[src/rtl/arp_pkg.sv]
// ARP payload generator: shared constants, state encoding and latched-field record.
package arp_pkg;

    localparam logic [15:0] ARP_OP_REQUEST  = 16'h0001;
    localparam logic [15:0] ARP_OP_REPLY    = 16'h0002;
    localparam logic [7:0]  ARP_HLEN        = 8'd6;
    localparam logic [7:0]  ARP_PLEN        = 8'd4;
    localparam int unsigned ARP_LEN         = 28;
    localparam int unsigned ETH_MIN_PAYLOAD = 46;

    typedef enum logic {
        IDLE,
        SEND
    } state_t;

    // Field order matches wire order after the fixed HTYPE/PTYPE/HLEN/PLEN header.
    typedef struct packed {
        logic [15:0] oper;
        logic [47:0] sha;
        logic [31:0] spa;
        logic [47:0] tha;
        logic [31:0] tpa;
    } arp_fields_t;

endpackage

[src/rtl/arp_byte_sel.sv]
// Maps a payload byte index to the corresponding ARP payload byte (big-endian fields).
// Indices at or beyond the 28-byte ARP body return 8'h00, which also covers pad bytes.
module arp_byte_sel
    import arp_pkg::*;
#(
    parameter logic [15:0] HW_TYPE    = 16'h0001,
    parameter logic [15:0] PROTO_TYPE = 16'h0800
) (
    input  logic [5:0]  byte_idx,
    input  arp_fields_t fields,
    output logic [7:0]  byte_out
);

    logic [ARP_LEN*8-1:0] payload;
    int unsigned          pos;

    // Flatten the payload MSB-first and pick the requested byte.
    always_comb begin
        payload  = {HW_TYPE, PROTO_TYPE, ARP_HLEN, ARP_PLEN, fields};
        pos      = 0;
        byte_out = '0;
        if (byte_idx < 6'(ARP_LEN)) begin
            pos      = ARP_LEN - 1 - 32'(byte_idx);
            byte_out = payload[pos*8 +: 8];
        end
    end

endmodule

[src/rtl/arp_datagram_gen.sv]
// ARP payload generator on a DATA_BYTES-wide AXI-Stream master, with passthrough mode.
// Optional feature macro ARP_PAD_EN: pads the frame with zeros to the 46-byte Ethernet minimum.
module arp_datagram_gen
    import arp_pkg::*;
#(
    parameter int unsigned DATA_BYTES = 1,
    parameter logic [15:0] HW_TYPE    = 16'h0001,
    parameter logic [15:0] PROTO_TYPE = 16'h0800
) (
    input  logic                    s_axis_aclk,
    input  logic                    s_axis_areset,
    input  logic                    arp_enable,
    input  logic                    arp_start,
    input  logic [15:0]             arp_opcode,
    input  logic [47:0]             arp_srcMac,
    input  logic [31:0]             arp_srcIP,
    input  logic [47:0]             arp_destMac,
    input  logic [31:0]             arp_destIP,
    output logic                    busy,
    input  logic [8*DATA_BYTES-1:0] s_axis_tdata,
    input  logic [DATA_BYTES-1:0]   s_axis_tkeep,
    input  logic                    s_axis_tlast,
    input  logic                    s_axis_tuser,
    input  logic                    s_axis_tvalid,
    output logic                    s_axis_tready,
    output logic [8*DATA_BYTES-1:0] m_axis_tdata,
    output logic [DATA_BYTES-1:0]   m_axis_tkeep,
    output logic                    m_axis_tlast,
    output logic                    m_axis_tuser,
    output logic                    m_axis_tvalid,
    input  logic                    m_axis_tready
);

`ifdef ARP_PAD_EN
    localparam int unsigned LEN = ETH_MIN_PAYLOAD;
`else
    localparam int unsigned LEN = ARP_LEN;
`endif
    localparam logic [6:0] LEN7 = 7'(LEN);
    localparam logic [6:0] DB7  = 7'(DATA_BYTES);

    state_t                  state_q, state_d;
    logic                    mode_q, tuser_q;
    logic [5:0]              idx_q, idx_d;
    arp_fields_t             fields_q, fields_d;
    logic                    load, finish, user_d, last_d;
    logic [6:0]              idx_ext, remain;
    logic [DATA_BYTES-1:0]   keep_d;
    logic [8*DATA_BYTES-1:0] beat_d;
    logic [8*DATA_BYTES-1:0] m_tdata_q;
    logic [DATA_BYTES-1:0]   m_tkeep_q;
    logic                    m_tvalid_q, m_tlast_q, m_tuser_q;
    logic                    trigger, accept;

    assign trigger = (state_q == IDLE) && arp_enable &&
                     (arp_start || (s_axis_tuser && !tuser_q));
    assign accept  = m_tvalid_q && m_axis_tready;
    assign busy    = (state_q == SEND);

    // The next beat is built from the post-edge index/fields so that a beat is
    // registered on the same edge that accepts the previous one (no bubbles).
    for (genvar k = 0; k < DATA_BYTES; k++) begin : g_lane
        logic [5:0] lane_idx;
        assign lane_idx = idx_d + 6'(k);
        arp_byte_sel #(
            .HW_TYPE   (HW_TYPE),
            .PROTO_TYPE(PROTO_TYPE)
        ) u_byte_sel (
            .byte_idx(lane_idx),
            .fields  (fields_d),
            .byte_out(beat_d[8*k +: 8])
        );
    end

    // State, mode, field latch and output beat registers.
    always_ff @(posedge s_axis_aclk or posedge s_axis_areset) begin
        if (s_axis_areset) begin
            state_q    <= IDLE;
            mode_q     <= 1'b0;
            tuser_q    <= 1'b0;
            idx_q      <= '0;
            fields_q   <= '0;
            m_tdata_q  <= '0;
            m_tkeep_q  <= '0;
            m_tvalid_q <= 1'b0;
            m_tlast_q  <= 1'b0;
            m_tuser_q  <= 1'b0;
        end else begin
            state_q  <= state_d;
            idx_q    <= idx_d;
            fields_q <= fields_d;
            tuser_q  <= s_axis_tuser;
            if (state_q == IDLE) begin
                mode_q <= arp_enable;
            end
            if (load) begin
                m_tdata_q  <= beat_d;
                m_tkeep_q  <= keep_d;
                m_tlast_q  <= last_d;
                m_tuser_q  <= user_d;
                m_tvalid_q <= 1'b1;
            end else if (finish) begin
                m_tdata_q  <= '0;
                m_tkeep_q  <= '0;
                m_tlast_q  <= 1'b0;
                m_tuser_q  <= 1'b0;
                m_tvalid_q <= 1'b0;
            end
        end
    end

    // Next-state, field capture and next-beat geometry (tlast / tkeep).
    always_comb begin
        state_d  = state_q;
        idx_d    = idx_q;
        fields_d = fields_q;
        load     = 1'b0;
        finish   = 1'b0;
        user_d   = 1'b0;
        case (state_q)
            IDLE: begin
                if (trigger) begin
                    state_d       = SEND;
                    idx_d         = '0;
                    load          = 1'b1;
                    user_d        = 1'b1;
                    fields_d.oper = arp_opcode;
                    fields_d.sha  = arp_srcMac;
                    fields_d.spa  = arp_srcIP;
                    fields_d.tha  = (arp_opcode == ARP_OP_REQUEST) ? '0 : arp_destMac;
                    fields_d.tpa  = arp_destIP;
                end
            end
            SEND: begin
                if (accept) begin
                    if (m_tlast_q) begin
                        state_d = IDLE;
                        finish  = 1'b1;
                    end else begin
                        idx_d = idx_q + 6'(DATA_BYTES);
                        load  = 1'b1;
                    end
                end
            end
            default: state_d = IDLE;
        endcase
        idx_ext = {1'b0, idx_d};
        remain  = LEN7 - idx_ext;
        last_d  = (idx_ext + DB7) >= LEN7;
        keep_d  = '1;
        for (int unsigned k = 0; k < DATA_BYTES; k++) begin
            keep_d[k] = !last_d || (7'(k) < remain);
        end
    end

    // Output mux: registered generator beats or combinational passthrough.
    always_comb begin
        if (mode_q) begin
            m_axis_tdata  = m_tdata_q;
            m_axis_tkeep  = m_tkeep_q;
            m_axis_tlast  = m_tlast_q;
            m_axis_tuser  = m_tuser_q;
            m_axis_tvalid = m_tvalid_q;
            s_axis_tready = (state_q == IDLE);
        end else begin
            m_axis_tdata  = s_axis_tdata;
            m_axis_tkeep  = s_axis_tkeep;
            m_axis_tlast  = s_axis_tlast;
            m_axis_tuser  = s_axis_tuser;
            m_axis_tvalid = s_axis_tvalid;
            s_axis_tready = m_axis_tready;
        end
    end

endmodule

[config.mk]
export PLATFORM = sky130hd
export DESIGN_NAME = arp_datagram_gen
export DESIGN_NICKNAME = d
export VERILOG_FILES = /design/src/rtl/arp_pkg.sv /design/src/rtl/arp_byte_sel.sv /design/src/rtl/arp_datagram_gen.sv
export SDC_FILE = /design/constraint.sdc
export NUM_CORES = 1
export LEC_CHECK = 0
export ABC_AREA = 1
export CAP_MARGIN = 20
export CELL_PAD_IN_SITES_DETAIL_PLACEMENT = 0
export CELL_PAD_IN_SITES_GLOBAL_PLACEMENT = 1
export CORE_MARGIN = 4
export CORE_UTILIZATION = 41
export DETAILED_ROUTE_END_ITERATION = 10
export DONT_BUFFER_PORTS = 1
export PLACE_DENSITY = 0.88
export SLEW_MARGIN = 15
export SYNTH_ARGS = -nofsm -noshare
export SYNTH_HDL_FRONTEND = slang
export SYNTH_SLANG_ARGS = --single-unit
[constraint.sdc]
create_clock -name s_axis_aclk -period 5.1 [get_ports s_axis_aclk]
set_input_delay 0 -clock s_axis_aclk [delete_from_list [all_inputs] [get_ports s_axis_aclk]]
set_output_delay 0 -clock s_axis_aclk [all_outputs]
set_load 0.03 [all_outputs]
### Yosys cells after proc, flatten, opt, wreduce, memory -nomap -nowiden

Cells that the tools add are included.
Widths: inputs -> output; s select.

| operators by class | value |
|---|---|
| $add $sub $neg | 4 |
| order comparisons | 3 |
| equal/unequal tests | 1 |
| shift operators | 1 |
| multiplexer cells | 31 |
| bitwise operators | 1 |
| reductions and logical operators | 9 |

Operators with widths:

| kind | number |
|---|---|
| $mux 176 | 2 |
| $shiftx 224x33->8 | 1 |
| $mux 48 | 1 |
| $mux 8 | 4 |
| $mux 1 | 18 |
| $mux 6 | 3 |
| $eq 16x1->1 const B | 1 |
| $sub 5x6->7 const A | 2 |
| $pmux 6 s2 | 1 |
| $add 6x1->7 const B | 1 |
| $ge 7x5->1 const B | 1 |
| $lt 1x7->1 const A | 1 |
| $add 6x1->6 const B | 1 |
| $lt 6x5->1 const B | 1 |
| $logic_and 1x1->1 | 4 |
| $pmux 1 s2 | 2 |
| $logic_not 1->1 | 2 |
| $logic_or 1x1->1 | 2 |
| $reduce_bool 2->1 | 1 |
| $not 1->1 | 1 |

| storage, ports and cells | value |
|---|---|
| bits in registers | 197 |
| input bits | 193 |
| output and inout port bits | 14 |
| word-level logic and storage cells | 64 |

### Depth between registers and ports, before layout

Gate-level depths: netlist of the first run.

| depth | value |
|---|---|
| depth in word-level cells | 11 |
| gate-level depth with buffers | 22 |
| depth with buffers taken out | 22 |

### Hierarchy

A second synthesis of the first run with hierarchy kept.

| unflattened totals | value |
|---|---|
| cell total of the unflattened synthesis | 1,384 |
| area total of the unflattened synthesis | 10,082.2 µm² |

By module, submodules not included:

| module | instances | cells each | area an instance (µm²) | sequential area each (µm²) |
|---|---|---|---|---|
| arp_datagram_gen | 1 | 939 | 7,975.1 | 4,929.7 |
| arp_byte_sel | 1 | 445 | 2,107.0 | 0.0 |

### Worst setup path after synthesis of the first run

OpenSTA, ideal clock, no wires.

| timing path | value |
|---|---|
| kind | reg-to-reg |
| from | register state_q, in the netlist busy |
| to | register m_tdata_q[6] |
| library setup time | 0.117 ns |
| arrival | 2.442 ns |
| data required time | 4.983 ns |
| slack | 2.541 ns |
| stages on the path, launching flop included | 18 |
| buffers on the path | 1 |
| period minus slack after synthesis | 2.559 ns |
| cells stage by stage | dfrtp_1 nand3_1 nor2_4 nand2_1 o21ai_2 ha_1 nand3_2 nand3_2 inv_2 buf_4 nand2_1 nand3_1 nand2_1 nor2_1 nor2_1 nor2_1 nand2_1 nand2_1 |

| between the ends | value |
|---|---|
| word-level cells in the longest chain between the ends | 9 |
| elaborated cells between the ends (all ways) | 16 |
| classes of those cells | add/sub: 1; order compare: 1; shift: 1; mux: 9; bitwise: 1; reduce/logical: 3 |

RTL lines:

| item | line | source |
|---|---|---|
| from (decl) | arp_datagram_gen.sv:42 | `state_t state_q, state_d;` |
| from (signal assigned) | arp_datagram_gen.sv:89 | `state_q <= state_d;` |
| $not 1->1 | -- |  |
| $logic_and 1x1->1 (2 in a row) | arp_datagram_gen.sv:55 | `assign trigger = (state_q == IDLE) && arp_enable &&` |
| $mux 6 | arp_datagram_gen.sv:122 | `if (trigger) begin` |
| $pmux 6 s2 (*) | arp_datagram_gen.sv:120 | `case (state_q)` |
| net g_lane[0].lane_idx[3] | arp_datagram_gen.sv:63 | `logic [5:0] lane_idx;` |
| $sub 5x6->7 | arp_byte_sel.sv:23 | `pos = ARP_LEN - 1 - 32'(byte_idx);` |
| $shiftx 224x33->8 | arp_byte_sel.sv:24 | `byte_out = payload[pos*8 +: 8];` |
| $mux 8 (*) | arp_byte_sel.sv:22 | `if (byte_idx < 6'(ARP_LEN)) begin` |
| $mux 8 (*) | arp_datagram_gen.sv:96 | `if (load) begin` |
| to (signal assigned) | arp_datagram_gen.sv:97 | `m_tdata_q <= beat_d;` |
| to (decl) | arp_datagram_gen.sv:50 | `logic [8*DATA_BYTES-1:0] m_tdata_q;` |

The timed path passes the listed nets; every way through them passes the cells marked *.
A chain may end at the register's enable or synchronous reset.

### Final worst setup path of the first run

| timing path | value |
|---|---|
| from | register state_q, in the netlist busy |
| to | register m_tdata_q[4] |

Same word-level chain as after synthesis.

==> results of run 1 <==
[flip-flops by register name (all words and copies together) (netlist names)]
register and cells:
fields_q 176, m_tdata_q 8, idx_q 6, busy 1, m_tkeep_q 1, m_tlast_q 1
m_tuser_q 1, m_tvalid_q 1, mode_q 1, tuser_q 1
[per-stage QoR]
step	std cells	cell area (um2)	setup WS [ns]	hold slack (ns)	util, %
4_1_cts	1883	12650	1.200	0.01747	51.87
2_1_floorplan	1412	10170	2.541	0.03143	-
3_3_place_gp	1671	10310	1.294	0.03162	42.26
5_1_grt	1886	12660	0.7460	0.05591	51.90
6_report	1886	12660	1.149	0.03692	51.90
3_5_place_dp	1671	10310	1.219	0.03166	42.26
[how the worst max path moves through the flow]
stage	start	endpoint	slack, ns	depth (start not counted)
floorplan	busy$_DFF_PP0_	m_tdata_q[6]$_DFFE_PP0P_	2.54	17
global placement	busy$_DFF_PP0_	m_tdata_q[7]$_DFFE_PP0P_	1.29	18
detailed placement	busy$_DFF_PP0_	m_tdata_q[7]$_DFFE_PP0P_	1.22	18
CTS	busy$_DFF_PP0_	m_tdata_q[7]$_DFFE_PP0P_	1.20	18
global route	busy$_DFF_PP0_	m_tdata_q[3]$_DFFE_PP0P_	0.75	18
finish	busy$_DFF_PP0_	m_tdata_q[4]$_DFFE_PP0P_	1.15	19
[cell usage in the layout, fill, tap and decap left out, drive strengths merged]
cell,n
nand3,156
o21a,1
nand3b,1
o2111ai,1
nor3,3
or2,20
o21ai,57
inv,69
nor2,80
clkinv,7
clkbuf,20
dlygate4sd3,180
nand4,31
o211ai,2
o21bai,1
clkinvlp,2
nand2,700
dfrtp,197
a21oi,11
diode,3
xnor2,1
ha,4
buf,15
[cells by family after synthesis]
group,count (synthesis),synth area share (%)
AO/OA/AOI/OAI,73,3.840
XOR/XNOR,1,0.08617
adder cells (fa/ha/maj),4,0.4923
buffers and inverters,146,6.511
flip-flops,197,48.49
AND/OR/NAND/NOR,991,40.58
[per-layer routing]
metal	up-vias	GRT usage, %
met5	-	0
met4	0	8.324
met3	61	4.592
met2	374	39.37
met1	4652	33.72
li1	4721	-
[report_power, final]
group	internal (mW)	switching, mW
Clock	0.648	0.643
Sequential	2.25	0.233
Combinational	1.17	2.53
Total	4.07	3.40
[worst max-delay path, cell delays in order (launching register included)]
cell and delay, ns:
dfrtp_1 0.55, nor2_1 0.43, nand2_8 0.30, nand2_1 0.14, nand2_1 0.05, nand2_1 0.37, inv_2 0.16, ha_1 0.25
nand3_2 0.14, buf_4 0.37, nand2_2 0.28, o21ai_0 0.27, nand3_1 0.13, nand2_1 0.12, nand2_1 0.05, nand2_1 0.07
nand2_1 0.05, inv_1 0.05, nand2_1 0.04, nand2_1 0.05
[timing repair]
item	in CTS	in global routing
endpoints found under the hold margin	213	0
resized for setup	0	0
hold buffers	180	0
[final cells by class]
type | instances | area (um2) | share of cell area, %
sequential | 197 | 4930 | 38.94
clock buffer | 20 | 446.7 | 3.529
clock inverter | 12 | 95.09 | 0.7512
tap | 324 | 405.4 | 3.203
inverter | 66 | 261.5 | 2.066
timing repair buffer | 195 | 1914 | 15.12
multi-input combinational | 1069 | 4598 | 36.32
antenna | 3 | 7.507 | 0.05931
==> results.md, run 1 <==
- Count of flip-flops with a built-in enable after synthesis: 0
- Top-count cell post-synth: nand2_1
- Pwr/cell area: 590.1 nW/um2
- Worst R2R End: m_tdata_q[4]$_DFFE_PP0P_
- Number of global-route vias before repair: a little under 10000
- Vias: just under 10000
- Cells after Synth: about 1400
- Final setup skew: around 0.0095 ns
- CTS Buf Count: 17
- Post-CTS Setup Repair Bufs: 0
- # fillers: between 2000 and 2500
- Status: completed
- Die height: 165.5 um
- Largest net degree at the start of global routing: 87
- CTS tree: done
- RSZ-0062 raised after global routing: no
- Core area: ~24000 um2
- Top FF cell, synth: dfrtp_1
- Initial drt markers: roughly 850
- Die X: around 170 um
- Register area share after synthesis: 48.49%
- Max Cap Violations: 0
- R2R Setup Slk: between 1 and 1.5 ns
- Initial Utilization: 41.68%
- Start of the worst register-to-register path: busy$_DFF_PP0_
- Nature of the critical path endpoint: register
- Die footprint: about 27000 um2
- Drt drc: 0
- CTS clock-pin slew for the worst setup and hold paths: approximately 0.07 ns
- Largest cells by area after synthesis: dfrtp_1, nand2_1, nand3_1, nor2_1, o21ai_0
- CP Data Required Time: between 5 and 6 ns
- Synth unique cells: 34
- Leak Pwr: 6.391 nW
- Setup violators final: 0
- DR WL met2: around 16 mm
- Gr usage total: ~25%
- Initial DRT Pass Iterations: 6
- Syn_nets: about 1600
- Fmax: roughly 0.25 GHz
- Worst hold endpoint: idx_q[5]$_DFF_PP0_
- Fin Setup TNS: 0 ns
- First-pass GRT wire length: 51.92 mm
- Crit start category: register
- Synth cell count leaders: nand2_1, dfrtp_1, nand3_1
- CTS sink count: roughly 200
- Crit share post-route: slightly below 80%
- GPL Wtd Cong: between 0.8 and 0.9
- Root buf cell: clkbuf_16
- Number of buffers added on ports: 0
- Vias per inst: approximately 5.2
- DR WL met3: about 2.3 mm
- Flop and latch count out of synthesis: around 200
- HPWL after DPL: about 22 mm
- Mean Syn Cell Area: approximately 7 um2
- Slew at the pin closest to its max-slew limit: roughly 1.0 ns
- Io pins: 207
- Top sig layer: met4
- Antenna viol nets, final: 0
- Tmin final: ~4.0 ns
- Mapped cell area: between 10000 and 15000 um2
- Layout cells sized above 1: under 10%
- NumNets Final: around 1700
- Final WL: 33.49 mm
- Worst min path class: in2reg
- Ys async rst share: 100.0%
- CTS HTree Levels: 4
- Met1 WL: approximately 14 mm
- Row Count: 57
- Worst setup path class: reg2reg
- Final total power: 7.470 mW
- Biggest area consumer among synthesized cells: dfrtp_1
- Max-slew violations: 0
- Skew-Pair Late Insertion Delay: between 0.4 and 0.5 ns
- Final hold violations: 0
- VDD IR max: about 0.25 mV
- Synth top area share: 48.49%
- Worst hold path depth: 4
- Worst-path fanout max: 63
- Initial antenna violation count: 3
- Synth Warn #: 0
- Hold path start: m_axis_tready
- Avg WL per Cell: around 18 um
- Area growth syn-to-layout: 24.52%
- Total congestion overflow: 0
- WP data arrival: between 4 and 5 ns
- CTS Buffer Depth: 2
- Slew HR: about a third
- Worst R2R Path Depth: 19
No activity file was read; power rests on OpenSTA's default activity.
==> run 2, diff against run 1 <==
--- a/config.mk
+++ b/config.mk
@@ -5,12 +5,12 @@
 export SDC_FILE = /design/constraint.sdc
 export NUM_CORES = 1
 export LEC_CHECK = 0
-export ABC_AREA = 1
+export ABC_AREA = 0
 export CAP_MARGIN = 20
 export CELL_PAD_IN_SITES_DETAIL_PLACEMENT = 0
 export CELL_PAD_IN_SITES_GLOBAL_PLACEMENT = 1
 export CORE_MARGIN = 4
-export CORE_UTILIZATION = 41
+export CORE_UTILIZATION = 44
 export DETAILED_ROUTE_END_ITERATION = 10
 export DONT_BUFFER_PORTS = 1
 export PLACE_DENSITY = 0.88
==> constraint.sdc (replaced) <==
create_clock -name s_axis_aclk -period 3.5 [get_ports s_axis_aclk]
set_input_delay 0 -clock s_axis_aclk [delete_from_list [all_inputs] [get_ports s_axis_aclk]]
set_output_delay 0 -clock s_axis_aclk [all_outputs]
set_load 0.03 [all_outputs]
==> results.md, run 2 <==
- Ys async rst share: 100.0% (unchanged)
- Drt drc: 0 (unchanged)
- CTS HTree Levels: 4 (unchanged)
- Seq pwr share: 33.1% (was 33.3%)
- Synth cell count leaders: nand2_1, dfrtp_1, mux2_2 (was nand2_1, dfrtp_1, nand3_1)
- Number of buffers added on ports: 0 (unchanged)
- Io pins: 207 (unchanged)
- Leak Pwr: 5.743 nW (was 6.391 nW)
- Max Cap Violations: 0 (unchanged)
- RSZ-0062 raised after global routing: no (unchanged)
- Final WL: 33.98 mm (was 33.49 mm)
- Clk network pwr share: 17.7% (was 17.3%)
- Resize count post-CTS: 0 (unchanged)
- Final total power: 11.49 mW (was 7.470 mW)
- Final hold violations: 0 (unchanged)
- Vias per inst: 6.021 (was 5.200)
- WP data arrival: 3.63 ns (was 4.33 ns)
- Tmin final: 3.314 ns (was 3.951 ns)
- Gr usage total: 27.23% (was 24.58%)
- Root buf cell: clkbuf_16 (unchanged)
- Core area: 21960 um2 (was 24390 um2)
- Row Count: 54 (was 57)
- Min Hold Slack: 0.03785 ns (was 0.03692 ns)
- Initial Utilization: 45.09% (was 41.68%)
- Final worst slack: 0.1863 ns (was 1.149 ns)
- Antenna viol nets, final: 0 (unchanged)
- HPWL after DPL: 22.53 mm (was 22.08 mm)
- Net Sw Frac: 41.81% (was 45.53%)
- CTS Buffer Depth: 2 (unchanged)
- Synth top area share: 49.79% (was 48.49%)
- Number of global-route vias before repair: 8928 (was 9645)
- Die X: 158.0 um (was 165.5 um)
- Switch Pwr: 4.804 mW (was 3.401 mW)
- Die footprint: 24970 um2 (was 27380 um2)
- CTS sink count: 197 (unchanged)
- Max-slew violations: 0 (unchanged)
- Area growth syn-to-layout: 29.70% (was 24.52%)
- Post-DP Area: 10420 um2 (was 10310 um2)
- GPL Wtd Cong: 0.9084 (was 0.8884)
- Syn_nets: 1185 (was 1609)
- Worst setup path class: reg2reg (unchanged)
- Mean Syn Cell Area: 10.02 um2 (was 7.200 um2)
- Pint: 6.687 mW (was 4.069 mW)
- Avg WL per Cell: 23.32 um (was 17.76 um)
- CTS Buf Count: 17 (unchanged)
- Initial drt markers: 734 (was 846)
- Status: completed (unchanged)
- Final instance area: 12840 um2 (was 12660 um2)
- Most frequent CP cell: nor3_1 (was nand2_1)
- CP Data Required Time: 3.82 ns (was 5.48 ns)
- Worst hold path depth: 3 (was 4)
- Number of flip-flops in the largest register: 176 (unchanged)
- CTS clock-pin slew for the worst setup and hold paths: 0.08 ns (was 0.07 ns)
- Largest regs: fields_q (176), m_tdata_q (8), idx_q (6) (unchanged)
- Worst min path class: in2reg (unchanged)
- Most frequent cells in the layout: nand2_1, dfrtp_1, dlygate4sd3_1 (unchanged)
- Nature of the critical path endpoint: register (unchanged)
- Hold path start: arp_start (was m_axis_tready)
- Worst R2R Path Depth: 14 (was 19)
- Synth unique cells: 77 (was 34)
- Mapped cell area: 9901 um2 (was 10170 um2)
- Register area share after synthesis: 49.79% (was 48.49%)
- CP cell instances: nand4b_4, or2_2, mux2_2, inv_1, ha_4, nand2_1, a21o_2, a21oi_4, or2_1, buf_4, nor3_1, o32a_1, a211oi_1, nor3_1 (was nor2_1, nand2_8, nand2_1, nand2_1, nand2_1, inv_2, ha_1, nand3_2, buf_4, nand2_2, o21ai_0, nand3_1, nand2_1, nand2_1, nand2_1, nand2_1, inv_1, nand2_1, nand2_1)
- Fmax: 0.3018 GHz (was 0.2531 GHz)
- Layout cells sized above 1: 16.67% (was 5.773%)
- Post-Place Worst Slack: 0.2456 ns (was 1.219 ns)
- Biggest area consumer among synthesized cells: dfrtp_1 (unchanged)
- Count of flip-flops with a built-in enable after synthesis: 0 (unchanged)
- Worst hold endpoint: fields_q[141]$_DFF_PP0_ (was idx_q[5]$_DFF_PP0_)
- Flop and latch count out of synthesis: 197 (unchanged)
- Slew at the pin closest to its max-slew limit: 0.9597 ns (was 1.019 ns)
- Fin Setup TNS: 0 ns (unchanged)
- Synth Warn #: 0 (unchanged)
- Start of the worst register-to-register path: m_tlast_q$_DFFE_PP0P_ (was busy$_DFF_PP0_)
- VDD IR max: 0.4112 mV (was 0.2504 mV)
- Cells after Synth: 988 (was 1412)
- CTS tree: done (unchanged)
- Worst-path fanout max: 15 (was 63)
- First-pass GRT wire length: 51.78 mm (was 51.92 mm)
- Pwr/cell area: 894.8 nW/um2 (was 590.1 nW/um2)
- Top FF cell, synth: dfrtp_1 (unchanged)
- Gate power share: 49.1% (was 49.4%)
- Crit start category: register (unchanged)
- Max incr delay on CP: 0.41 ns (was 0.55 ns)
- Slew HR: 35.78% (was 32.08%)
- Top-count cell post-synth: nand2_1 (unchanged)
- Die height: 158.0 um (was 165.5 um)
- Most common cell after layout, fill and taps aside: nand2_1 (unchanged)
- Skew-Pair Late Insertion Delay: 0.45 ns (was 0.44 ns)
- Setup violators final: 0 (unchanged)
- Slowest CP cell: dfrtp_1 (unchanged)
- R2R Setup Slk: 0.19 ns (was 1.15 ns)
- Final setup skew: 0.01262 ns (was 0.009476 ns)
- Initial DRT Pass Iterations: 8 (was 6)
- Largest net degree at the start of global routing: 126 (was 87)
- Largest cells by area after synthesis: dfrtp_1, mux2_2, nand2_1, a22o_1, nor2_1 (was dfrtp_1, nand2_1, nand3_1, nor2_1, o21ai_0)
- Total congestion overflow: 0 (unchanged)
- Crit share post-route: 94.68% (was 77.47%)
- Vias: 8772 (was 9808)
- Initial antenna violation count: 1 (was 3)
- Register with the most flip-flops: fields_q (unchanged)
- Worst R2R End: m_tdata_q[1]$_DFFE_PP0P_ (was m_tdata_q[4]$_DFFE_PP0P_)
- NumNets Final: 1360 (was 1743)
## run 2: critical path, delay by kind of cell, from the launching register on
| kind | cells | cell delay [ns] |
|---|---|---|
| buf+inv | 2 | 0.36 |
| fa+ha+maj | 1 | 0.19 |
| mux | 1 | 0.29 |
| compound gates | 4 | 0.98 |
| simple gates | 6 | 0.93 |
| flops | 1 | 0.41 |
## run 2: final cells by class
cell class	instances	area, um2
Multi-Input combinational cell	704	4639
Clock inverter	14	166.4
Timing Repair Buffer	228	2252
Tap cell	280	350.3
Inverter	15	60.06
Antenna cell	1	2.502
Clock buffer	18	439.2
Sequential cell	197	4931
Fill cell	1793	9117
## run 2: worst max path at each step
stage | startpoint | to | slack, ns | cells past startpoint
after global placement | m_tlast_q$_DFFE_PP0P_ | m_tdata_q[6]$_DFFE_PP0P_ | 0.27 | 15
after detailed placement | m_tlast_q$_DFFE_PP0P_ | m_tdata_q[1]$_DFFE_PP0P_ | 0.25 | 14
after CTS | m_tlast_q$_DFFE_PP0P_ | m_tdata_q[6]$_DFFE_PP0P_ | 0.21 | 15
final | m_tlast_q$_DFFE_PP0P_ | m_tdata_q[1]$_DFFE_PP0P_ | 0.19 | 14
after floorplan | busy$_DFF_PP0_ | m_tdata_q[6]$_DFFE_PP0P_ | -0.09 | 18
after global routing | m_tlast_q$_DFFE_PP0P_ | m_tdata_q[1]$_DFFE_PP0P_ | 0.002 | 14
## run 2: power by group through the flow
stage | Sequential [mW] | Combinational, mW | Clock [mW]
6_report | 3.81 | 5.64 | 2.04
5_1_grt | 3.91 | 6.07 | 2.17
4_1_cts | 3.78 | 5.54 | 2.06
3_5_place_dp | 3.82 | 5.33 | 0
3_3_place_gp | 3.76 | 5.31 | 0
2_1_floorplan | 3.64 | 3.80 | 0
## run 2: kinds of logic after synthesis
group	after synthesis	share of synthesized area, %
AO/OA/AOI/OAI	217	16.69
XOR/XNOR	1	0.08848
adder cells (fa/ha/maj)	4	0.5055
buffers and inverters	87	3.993
flip-flops	197	49.79
multiplexers	105	12.14
AND/OR/NAND/NOR	377	16.78
## run 2: what timing repair did
item	CTS	global route
hold endpoints to repair	379	0
hold buffers	181	0
buffers inserted	0	0
## run 2: per-stage QoR
| step | util (%) | std cells |
|---|---|---|
| global route | 58.48 | 1457 |
| CTS | 58.47 | 1456 |
| floorplan | - | 988 |
| finish | 58.48 | 1457 |
| detailed placement | 47.46 | 1243 |
| global placement | 47.46 | 1243 |
## run 2: layer usage
layer | track usage [%] | up-vias | part of all wire (%)
met5 | 0 | - | 0
met1 | 35.95 | 4370 | 41
met2 | 43.78 | 420 | 47
met4 | 9.748 | 0 | 3.3
li1 | - | 3907 | -
met3 | 6.916 | 75 | 8.4
==> run 3, diff against run 2 <==
--- a/config.mk
+++ b/config.mk
@@ -13,6 +13,7 @@
 export CORE_UTILIZATION = 44
 export DETAILED_ROUTE_END_ITERATION = 10
 export DONT_BUFFER_PORTS = 1
+export GPL_TIMING_DRIVEN = 0
 export PLACE_DENSITY = 0.88
 export SLEW_MARGIN = 15
 export SYNTH_ARGS = -nofsm -noshare
==> results.md, run 3 (synthesis gave the netlist of run 2 again) <==
- Post-DP Area: 10440 um2 (was 10420 um2)
- Register with the most flip-flops: fields_q (unchanged)
- Drt drc: 0 (unchanged)
- Worst R2R End: m_tdata_q[6]$_DFFE_PP0P_ (was m_tdata_q[1]$_DFFE_PP0P_)
- Max Cap Violations: 0 (unchanged)
- Root buf cell: clkbuf_16 (unchanged)
- Initial antenna violation count: 3 (was 1)
- Slew at the pin closest to its max-slew limit: 0.8208 ns (was 0.9597 ns)
- Initial drt markers: 1320 (was 734)
- Tmin final: 3.607 ns (was 3.314 ns)
- GPL Wtd Cong: 0.9782 (was 0.9084)
- Layout cells sized above 1: 23.13% (was 16.67%)
- Setup violators final: 5 (was 0)
- Slew HR: 45.28% (was 35.78%)
- Start of the worst register-to-register path: busy$_DFF_PP0_ (was m_tlast_q$_DFFE_PP0P_)
- Skew-Pair Late Insertion Delay: 0.46 ns (was 0.45 ns)
- Die height: 158.0 um (unchanged)
- Die footprint: 24970 um2 (unchanged)
- Largest net degree at the start of global routing: 37 (was 126)
- CTS tree: done (unchanged)
- Final worst slack: -0.1067 ns (was 0.1863 ns)
- Worst R2R Path Depth: 15 (was 14)
- Row Count: 54 (unchanged)
- Initial DRT Pass Iterations: 6 (was 8)
- CTS Buffer Depth: 2 (unchanged)
- R2R Setup Slk: -0.11 ns (was 0.19 ns)
- Status: finished with violations (was completed)
- Final instance area: 13660 um2 (was 12840 um2)
- Number of global-route vias before repair: 9781 (was 8928)
- RSZ-0062 raised after global routing: yes (was no)
- Failing checks: setup timing
- Pwr/cell area: 905.3 nW/um2 (was 894.8 nW/um2)
- CTS Buf Count: 17 (unchanged)
- Worst setup path class: reg2reg (unchanged)
- Fin Setup TNS: -0.2931 ns (was 0 ns)
- Fmax: 0.2773 GHz (was 0.3018 GHz)
- Initial Utilization: 45.09% (unchanged)
- Global Route met2 Usage: 50.18% (was 43.78%)
- Area growth syn-to-layout: 38.01% (was 29.70%)
- Leak Pwr: 6.111 nW (was 5.743 nW)
- Nature of the critical path endpoint: register (unchanged)
- CP startpoint: busy$_DFF_PP0_ (was m_tlast_q$_DFFE_PP0P_)
- Routing usage on met3: 7.955% (was 6.916%)
- Worst min path class: in2reg (unchanged)
- CTS clock-pin slew for the worst setup and hold paths: 0.08 ns (about the same)
- GRT busiest layer: met2 (unchanged)
- CTS sink count: 197 (unchanged)
- Total congestion overflow: 0 (unchanged)
- Crit start category: register (unchanged)
- Crit path capture: m_tdata_q[6]$_DFFE_PP0P_ (was m_tdata_q[1]$_DFFE_PP0P_)
- Core area: 21960 um2 (unchanged)
- Vias per inst: 6.278 (was 6.021)
- Crit share post-route: 103.0% (was 94.68%)
- Most frequent cells in the layout: nand2_1, dfrtp_1, dlygate4sd3_1 (unchanged)
- Io pins: 207 (unchanged)
- NumNets Final: 1438 (was 1360)
- First-pass GRT wire length: 60.03 mm (was 51.78 mm)
- Number of flip-flops in the largest register: 176 (unchanged)
- Final setup skew: 0.009579 ns (was 0.01262 ns)
- Final hold violations: 0 (unchanged)
- Antenna viol nets, final: 0 (unchanged)
- Avg WL per Cell: 26.61 um (was 23.32 um)
- Number of buffers added on ports: 0 (unchanged)
- WP data arrival: 3.97 ns (was 3.63 ns)
- Max-slew violations: 0 (unchanged)
- HPWL after DPL: 27.55 mm (was 22.53 mm)
- Vias: 9662 (was 8772)
- VDD IR max: 0.3991 mV (was 0.4112 mV)
- Gr usage total: 32.33% (was 27.23%)
- Worst-path fanout max: 10 (was 15)
- CTS HTree Levels: 4 (unchanged)
- CP Data Required Time: 3.86 ns (was 3.82 ns)
- Die X: 158.0 um (unchanged)
- Largest regs: fields_q (176), m_tdata_q (8), idx_q (6) (unchanged)
- Most common cell after layout, fill and taps aside: nand2_1 (unchanged)
- Met1 Use GR: 42.98% (was 35.95%)
- Post-Place Worst Slack: -1.079 ns (was 0.2456 ns)
- Final WL: 40.95 mm (was 33.98 mm)
-- run 3: layout make-up --
type | count | area, um2
plain buffers | 69 | 451.7
diodes | 5 | 12.51
flip-flops and latches | 197 | 4931
inverters | 15 | 67.56
multi-input cells | 705 | 4935
clock inverters | 14 | 141.4
repair buffers | 236 | 2346
well taps | 280 | 350.3
fillers | 1764 | 8294
clock buffers | 18 | 429.2
-- run 3: worst min path at each step --
stage	slack, ns	start	cells after the start	endpoint
after global placement	0.03	s_axis_tuser	0	tuser_q$_DFF_PP0_
after global routing	0.14	s_axis_areset	3	fields_q[156]$_DFF_PP0_
final	0.11	arp_opcode[0]	4	fields_q[53]$_DFF_PP0_
after CTS	0.06	arp_opcode[0]	4	fields_q[53]$_DFF_PP0_
after floorplan	0.03	s_axis_tuser	0	tuser_q$_DFF_PP0_
after detailed placement	-0.22	s_axis_areset	1	fields_q[145]$_DFF_PP0_
-- run 3: worst max-delay path, cell delays in order, from the launching register on --
cell     delay [ns]
dfrtp_2        0.49
buf_6          0.16
and4b_1        0.19
buf_6          0.13
buf_4          0.14
mux2i_4        0.19
nor2_4         0.15
inv_2          0.10
buf_8          0.17
buf_6          0.16
buf_8          0.16
ha_2           0.21
a22oi_2        0.26
o21ai_4        0.15
or4b_4         0.63
a32oi_1        0.20
-- run 3: metal layers --
layer	wire, um	vias to the layer above
met1	15900	4720
met2	18710	711
met3	4448	155
met4	1882	0
met5	0	-
li1	-	4076
-- run 3: stage by stage --
stage / util [%] / hold WS (ns) / power, mW / instances
after detailed placement: 47.54 / -0.2165 / 9.142 / 1274
after global placement: 47.00 / 0.03207 / 9.018 / 1268
after CTS: 60.92 / 0.05928 / 11.76 / 1525
after global routing: 62.21 / 0.1378 / 12.87 / 1537
final: 62.23 / 0.1097 / 12.37 / 1539
after floorplan: - / 0.03143 / 7.440 / 988
-- run 3: what timing repair did --
item,in CTS,in global routing
gates cloned,1,2
resized for setup,67,60
setup buffers,34,14
pin swaps,27,29
hold buffers,184,0
setup endpoints to repair,10,11
endpoints found under the hold margin,309,0
-- run 3: power by group --
group          leakage, nW  total [mW]  switching (mW)  internal (mW)
clock                0.278        2.02            1.01           1.01
sequential            2.41        3.81           0.475           3.33
combinational         3.42        6.55            3.93           2.62
total                 6.11        12.4            5.41           6.96
